<file path="config.mk">
export PLATFORM = sky130hd
export DESIGN_NAME = mandel_view_ctrl
export DESIGN_NICKNAME = d
export VERILOG_FILES = /design/src/rtl/mandel_view_ctrl.sv
export SDC_FILE = /design/constraint.sdc
export NUM_CORES = 1
export LEC_CHECK = 0
export ABC_AREA = 1
export BUFFER_PORTS_ARGS = -buffer_cell sky130_fd_sc_hd__buf_4
export CAP_MARGIN = 20
export CORE_UTILIZATION = 49
export DETAILED_ROUTE_END_ITERATION = 12
export PLACE_DENSITY = 0.71
export SLEW_MARGIN = 20
export SYNTH_ARGS = -nofsm -noshare
export SYNTH_HDL_FRONTEND = slang
export SYNTH_SLANG_ARGS = --single-unit
</file>
<file path="constraint.sdc">
create_clock -name i_clk -period 3.65 [get_ports i_clk]
set_input_delay 0.5475 -clock i_clk [delete_from_list [all_inputs] [get_ports i_clk]]
set_output_delay 0.5475 -clock i_clk [all_outputs]
set_load 0.01 [all_outputs]
</file>
<file path="src/rtl/mandel_view_ctrl.sv">
// Viewport controller: maps screen pixels to Q4.12 complex coordinates and applies pan/zoom at frame boundaries.
// Optional build macro VIEW_AUTOZOOM_EN: implicit zoom-in on every idle frame edge.
module mandel_view_ctrl #(
    parameter int          H_CENTER = 320,
    parameter int          V_CENTER = 240,
    parameter int          S_RST    = 5,
    parameter int          S_MAX    = 8,
    parameter logic [15:0] OX_RST   = 16'hF800,
    parameter int          LATENCY  = 4
) (
    input  logic        i_clk,
    input  logic        i_rstn,
    input  logic        i_de,
    input  logic        i_hs,
    input  logic        i_vs,
    input  logic [9:0]  i_x,
    input  logic [9:0]  i_y,
    input  logic        i_cmd_valid,
    input  logic [2:0]  i_cmd,
    output logic        o_cmd_ready,
    output logic [15:0] o_cx,
    output logic [15:0] o_cy,
    output logic        o_de,
    output logic        o_hs,
    output logic        o_vs,
    output logic        o_frame
);

    localparam int SYNC_LEN = LATENCY + 1;

    localparam logic [2:0] CMD_NOP      = 3'd0;
    localparam logic [2:0] CMD_LEFT     = 3'd1;
    localparam logic [2:0] CMD_RIGHT    = 3'd2;
    localparam logic [2:0] CMD_UP       = 3'd3;
    localparam logic [2:0] CMD_DOWN     = 3'd4;
    localparam logic [2:0] CMD_ZOOM_IN  = 3'd5;
    localparam logic [2:0] CMD_ZOOM_OUT = 3'd6;
    localparam logic [2:0] CMD_RESET    = 3'd7;

    typedef enum logic [1:0] {
        ST_IDLE  = 2'd0,
        ST_PEND  = 2'd1,
        ST_APPLY = 2'd2
    } state_e;

    state_e      state_q, state_d;
    logic [2:0]  cmd_p_q, cmd_p_d;
    logic [15:0] ox_q, ox_d;
    logic [15:0] oy_q, oy_d;
    logic [3:0]  s_q, s_d;
    logic [15:0] cx_q, cx_d;
    logic [15:0] cy_q, cy_d;
    logic        vs_q;
    logic [SYNC_LEN-1:0][2:0] sync_q, sync_d;

    logic        frame_edge;
    logic [15:0] pan_step;
    logic [10:0] dx, dy;

    assign frame_edge = i_vs & ~vs_q;
    assign pan_step   = 16'd16 << s_q;

    // View FSM and active-register update.
    always_comb begin
        // NOTE: every always_comb output gets a default first so no path can infer a latch.
        state_d = state_q;
        cmd_p_d = cmd_p_q;
        ox_d    = ox_q;
        oy_d    = oy_q;
        s_d     = s_q;
        case (state_q)
            ST_IDLE: begin
                if (i_cmd_valid && (i_cmd != CMD_NOP)) begin
                    cmd_p_d = i_cmd;
                    state_d = ST_PEND;
                end
`ifdef VIEW_AUTOZOOM_EN
                else if (frame_edge) begin
                    cmd_p_d = (s_q == 4'd0) ? CMD_RESET : CMD_ZOOM_IN;
                    state_d = ST_APPLY;
                end
`endif
            end
            ST_PEND: begin
                if (frame_edge) begin
                    state_d = ST_APPLY;
                end
            end
            ST_APPLY: begin
                state_d = ST_IDLE;
                case (cmd_p_q)
                    CMD_LEFT:     ox_d = ox_q - pan_step;
                    CMD_RIGHT:    ox_d = ox_q + pan_step;
                    CMD_UP:       oy_d = oy_q - pan_step;
                    CMD_DOWN:     oy_d = oy_q + pan_step;
                    CMD_ZOOM_IN:  if (s_q != 4'd0) s_d = s_q - 4'd1;
                    CMD_ZOOM_OUT: if (s_q < 4'(S_MAX)) s_d = s_q + 4'd1;
                    CMD_RESET: begin
                        ox_d = OX_RST;
                        oy_d = 16'h0000;
                        s_d  = 4'(S_RST);
                    end
                    default: ;
                endcase
            end
            default: state_d = ST_IDLE;
        endcase
    end

    // Pixel offsets from the screen centre are 11-bit signed, sign-extended before scaling.
    always_comb begin
        dx     = {1'b0, i_x} - 11'(H_CENTER);
        dy     = {1'b0, i_y} - 11'(V_CENTER);
        cx_d   = ox_q + ({{5{dx[10]}}, dx} << s_q);
        cy_d   = oy_q + ({{5{dy[10]}}, dy} << s_q);
        sync_d = {sync_q[SYNC_LEN-2:0], {i_de, i_hs, i_vs}};
    end

    always_ff @(posedge i_clk or negedge i_rstn) begin
        // NOTE: sequential state uses non-blocking assignments so all flops sample pre-edge values.
        if (!i_rstn) begin
            state_q <= ST_IDLE;
            cmd_p_q <= CMD_NOP;
            ox_q    <= OX_RST;
            oy_q    <= 16'h0000;
            s_q     <= 4'(S_RST);
            cx_q    <= 16'h0000;
            cy_q    <= 16'h0000;
            vs_q    <= 1'b0;
            sync_q  <= '0;
        end else begin
            state_q <= state_d;
            cmd_p_q <= cmd_p_d;
            ox_q    <= ox_d;
            oy_q    <= oy_d;
            s_q     <= s_d;
            cx_q    <= cx_d;
            cy_q    <= cy_d;
            vs_q    <= i_vs;
            sync_q  <= sync_d;
        end
    end

    assign o_cmd_ready = (state_q == ST_IDLE);
    assign o_frame     = (state_q == ST_APPLY);
    assign o_cx        = cx_q;
    assign o_cy        = cy_q;
    assign {o_de, o_hs, o_vs} = sync_q[SYNC_LEN-1];

endmodule
</file>
**Word level (Yosys, flattened, before mapping)**

Index checks and enable logic that the tools add are counted.

- Flip-flop bits (word level): 89
- Latch bits: 0
- RAM bits: 0
- Bits in read-only memories: 0
- Input bits: 29
- Output and inout port bits: 37
- Word-level logic and storage cells: 62
- Memories: 0

- $add $sub $neg: 10
- Multiply operators: 0
- Div/mod/pow operators: 0
- $lt $le $gt $ge: 1
- Eq/ne operators: 13
- Shift-type cells: 3
- Muxes and demuxes: 8
- Bitwise logic cells: 2
- Reduce and logical (&&, ||, !) cells: 12

Operator list:

| cell | count |
|---|---|
| $pmux W16 S3 | 2 |
| $add A16 B16 Y16 | 4 |
| $shl A16 B4 Y16 | 2 |
| $sub A16 B16 Y16 | 2 |
| $shl A5 B4 Y16 const A | 1 |
| $eq A3 B3 Y1 const B | 4 |
| $pmux W4 S3 | 1 |
| $reduce_bool A3 Y1 | 4 |
| $sub A10 B8 Y11 const B | 1 |
| $sub A10 B9 Y11 const B | 1 |
| $mux W4 | 2 |
| $reduce_and A2 Y1 | 4 |
| $eq A3 B2 Y1 const B | 2 |
| $ne A2 B2 Y1 const B | 3 |
| $add A4 B1 Y4 const B | 1 |
| $lt A4 B4 Y1 const B | 1 |
| $mux W2 | 2 |
| $pmux W2 S2 | 1 |
| $reduce_and A4 Y1 | 1 |
| $reduce_bool A4 Y1 | 1 |
| $sub A4 B1 Y4 const B | 1 |
| $eq A3 B1 Y1 const B | 1 |
| $eq A2 B1 Y1 const B | 1 |
| $eq A2 B2 Y1 const B | 1 |
| other kinds (5) | 5 |

**Depth between registers and ports, before layout**

- Depth after elaboration: 4
- Mapped depth: 21
- Mapped depth without buffers: 20

**Least setup slack after synthesis**

No wires, ideal clock.

- Kind: flip-flop to flip-flop
- Start point: register s_q[1]
- End point: register ox_q[12]
- Setup time: 0.072 ns
- Arrival time: 2.906 ns
- Data required time: 3.578 ns
- Slack: 0.672 ns
- Stages on the path, launching flop included: 22
- Buffers on the path: 3
- Clock period less this slack: 2.978 ns
- Path through: dfrtp_1 > buf_2 > buf_2 > buf_2 > nor2_1 > nand2_1 > ha_1 > inv_1 > o21ai_0 > inv_1 > fa_1 > inv_1 > nand3_1 > nand2_1 > nand2_1 > nand2_1 > a21oi_1 > o21bai_1 > nand2b_1 > nand3_1 > nand2_1 > inv_1

- Word-level cells in the longest chain between the ends: 3
- Elaborated cells between the ends (all ways): 4
- Classes of those cells: add/sub: 2; shift: 1; mux: 1

Ends and longest elaborated chain:

| what | RTL line | text |
|---|---|---|
| from (decl) | 50 | `logic [3:0] s_q, s_d;` |
| from (signal assigned) | 126 | `s_q <= 4'(S_RST);` |
| $shl A5 B4 Y16 (*) | 61 | `assign pan_step = 16'd16 << s_q;` |
| $add A16 B16 Y16 or $sub A16 B16 Y16 (tied branches) | 93, 92 |  |
| $pmux W16 S3 (*) | 91 | `case (cmd_p_q)` |
| to (signal assigned) | 124 | `ox_q <= OX_RST;` |
| to (signal assigned) | 134 | `ox_q <= ox_d;` |
| to (decl) | 48 | `logic [15:0] ox_q, ox_d;` |

Every way passes the cells marked *; elsewhere a longest branch is shown, timed or not.
A chain may end at the register's enable or synchronous reset.

**Final worst setup path**

- Start point: register s_q[3]
- End point: register ox_q[12]

The elaborated chain is that of the path after synthesis.

==> impl_metrics.csv <==
group,metric,value,unit
outcome,outcome,"finished, final reports clean",
clock_network,post-cts-setup-buffer-count,0,
layout,drive_gt1_share,14.0,%
clock_network,cts_sinks,80,
floorplan,start_util,50.3,%
timing,slew_violations,0,
synth,synthArstFlopShare,100,%
worst_setup_path,cp.required,3.93,ns
drt,vias,5947,
worst_setup_path,cp-start-kind,"flop",
timing,period_needed,3.11,ns
timing,relSlewSlack,52.8,%
floorplan,die_h,116,µm
drt,wl,15700,µm
drt,first_pass_iters,5,
timing,max_freq,321,MHz
synth,ys_ff_latch,80,
synth,ys_seq_area_share,31.6,%
floorplan,die_x,116,µm
timing,hold_viol,0,
synth,ys_types,55,
clock_network,cts.clk_slew.worst_paths,0.06,ns
drt,viasPerCell,5.32,
global_route,overflow,0,
worst_setup_path,path_class,"reg2reg",
clock_network,hold_buffers,0,
worst_setup_path,critPathCaptureType,"flop",
drt,drtIter0Drc,439,
clock_network,worstSkewPairLatency,0.35,ns
layout,area_growth,15.9,%
worst_setup_path,critPathArrivalTime,3.40,ns
hold_path,hold_path.class,"in2async",
synth,synth-edff-count,0,
floorplan,num_rows,41,
layout,nFillCells,1232,
synth,synthFlopType,"dfrtp_1",
timing,fin_worst_skew,0.00565,ns
clock_network,cts_tree,"yes",
synth,synth_warnings,0,
layout,final_net_count,1029,
layout,final_util,58.3,%
synth,syn_area,0.00635,mm²
flow_run,maxCapViolations,0,
synth,syn_avg_cell_area,7.28,µm²
worst_setup_path,crit_fanout,14,
clock_network,cts_buffers,9,
place,numPortBuffers,65,
place,dpl.hpwl,12000,µm
drt,final_antenna_net_count,0,
timing,setup_viol,0,
global_route,grt_pass1_vias,5403,
timing,worstMarginPinSlew,0.697,ns
layout,diodes,0,
place,gp_congestion,0.930,
synth,syn_inst,873,
clock_network,cts_resized,0,
floorplan,die-area,0.0134,mm²
drt,wl_per_cell,14.0,µm
clock_network,htree_levels,3,
timing,tns,0,ns
global_route,grt_pass1_wl,25800,µm
drt,drc_errors,0,
timing,layout_worst_path_cycle_share,85.3,%
timing,rsz0062_at_grt,"no",
global_route,grt_usage,24.7,%
global_route,grt_start_max_net_pins,81,
floorplan,io_pins,66,
clock_network,cts.path.max_buffers,2,
global_route,antenna_found_initial,0,
clock_network,cts_root_buf,"clkbuf_16",
floorplan,core_area,0.0126,mm²
[sequential cells by signal, indices dropped and copies added (netlist names), 2 cells and up]
register  flops
o_cx         16
o_cy         16
ox_q         12
oy_q         12
sync_d       12
s_q           4
cmd_p_q       3
state_q       2
[per-layer routing]
layer | GRT usage (%) | routed length [µm] | vias to the layer above
met5 | 0 | 0 | -
li1 | - | - | 3051
met2 | 37.1 | 6490 | 194
met1 | 35.5 | 7890 | 2678
met4 | 8.03 | 283 | 0
met3 | 4.60 | 991 | 24
[worst paths after layout]
path,endpoint,slack (ns),depth (start not counted),from
max reg2reg,ox_q[12]$_DFFE_PN1P_,0.54,20,s_q[3]$_DFFE_PN0P_
max,ox_q[12]$_DFFE_PN1P_,0.54,20,s_q[3]$_DFFE_PN0P_
max in group asynchronous,ox_q[6]$_DFFE_PN0P_,2.92,1,i_rstn
min in group i_clk,sync_d[5]$_DFF_PN0_,0.30,1,i_de
min,o_cx[0]$_DFF_PN0_,0.21,1,i_rstn
min reg2reg,sync_d[13]$_DFF_PN0_,0.35,0,sync_d[10]$_DFF_PN0_
[critical path, cell delays in order (launching register included)]
cell and delay (ns):
dfrtp_1 0.41, nor2_4 0.30, inv_2 0.06, nor2_1 0.14, inv_1 0.08, ha_1 0.27
inv_1 0.04, o21ai_0 0.28, inv_1 0.10, fa_1 0.42, inv_1 0.11, nand3_1 0.10
nand2_1 0.08, nand2_1 0.06, nand2_1 0.06, a21oi_1 0.08, o21bai_1 0.16, nand2b_1 0.12
nand3_1 0.06, nand2_1 0.06, inv_1 0.03
[through the flow]
stage | area (µm²) | cells | worst slack, ns | hold slack (ns)
6_report | 7360 | 1117 | 0.536 | 0.209
5_1_grt | 7360 | 1117 | 0.111 | 0.295
4_1_cts | 7350 | 1117 | 0.385 | 0.295
3_5_place_dp | 7040 | 1102 | 0.410 | 0.338
3_3_place_gp | 7040 | 1102 | 0.477 | 0.333
2_1_floorplan | 6360 | 874 | 0.672 | 0.252
[Yosys cell counts, types with 3 or more instances]
| library cell | instances | area, µm² |
|---|---|---|
| xnor2_1 | 7 | 61.3 |
| a21o_1 | 6 | 45.0 |
| dfrtp_1 | 73 | 1830 |
| nor3_1 | 12 | 60.1 |
| inv_1 | 105 | 394 |
| o22ai_1 | 7 | 43.8 |
| o21bai_1 | 5 | 37.5 |
| nor2_1 | 67 | 251 |
| buf_2 | 8 | 40.0 |
| nand4_1 | 6 | 37.5 |
| buf_6 | 3 | 33.8 |
| nand2_1 | 191 | 717 |
| xor2_1 | 27 | 236 |
| clkbuf_1 | 9 | 33.8 |
| nand3_1 | 50 | 250 |
| nand3_2 | 3 | 30.0 |
| o221ai_1 | 3 | 26.3 |
| o21ai_2 | 3 | 26.3 |
| ha_1 | 56 | 701 |
| dfstp_2 | 7 | 184 |
| nand2_2 | 5 | 31.3 |
| or2_2 | 3 | 18.8 |
| a31oi_1 | 6 | 37.5 |
| o21ai_1 | 21 | 105 |
| a21oi_1 | 55 | 275 |
| o21ai_0 | 85 | 425 |
| fa_1 | 3 | 60.1 |
| inv_2 | 7 | 26.3 |
| nor3_2 | 3 | 30.0 |
[logic make-up (layout without fill, tap and decap cells)]
group,count (synthesis),in the layout,synth area share [%]
AOI/OAI and AO/OA,212,212,19.1
xor gates and xnor gates,34,34,4.69
adders and majority gates,59,59,12.0
buffers and inverters,135,206,8.49
DFF,80,80,31.6
muxes,1,1,0.158
other,1,2,0.0590
and+or+nand+nor,351,351,23.9
[area by class of cell]
type	instances	area (µm²)	area share, %
clock buffers	9	225	3.06
clock inverters	6	85.1	1.16
inverters	113	424	5.76
multi-input cells	659	3810	51.8
flip-flops and latches	80	2010	27.3
well taps	172	215	2.92
repair buffers	78	589	8.00
[placed cells by master, fill, tap and decap left out, types with 5 or more instances in the layout]
master / netlist / layout
buf_4: 0 / 77
ha_1: 56 / 56
inv_2: 7 / 7
a31oi_1: 6 / 6
xor2_1: 27 / 27
o22ai_1: 7 / 7
dfstp_2: 7 / 7
nand3_1: 50 / 50
a21o_1: 6 / 6
xnor2_1: 7 / 7
nand4_1: 6 / 6
o21ai_1: 21 / 21
o21bai_1: 5 / 5
clkbuf_16: 0 / 9
nand2_2: 5 / 5
nor2_1: 67 / 67
inv_1: 105 / 105
o21ai_0: 85 / 85
a21oi_1: 55 / 55
nand2_1: 191 / 191
nor3_1: 12 / 12
dfrtp_1: 73 / 73
Power is left out: the tool's default activity adds up to more than one toggle a clock period on the data nets, which glitch-free logic cannot reach.
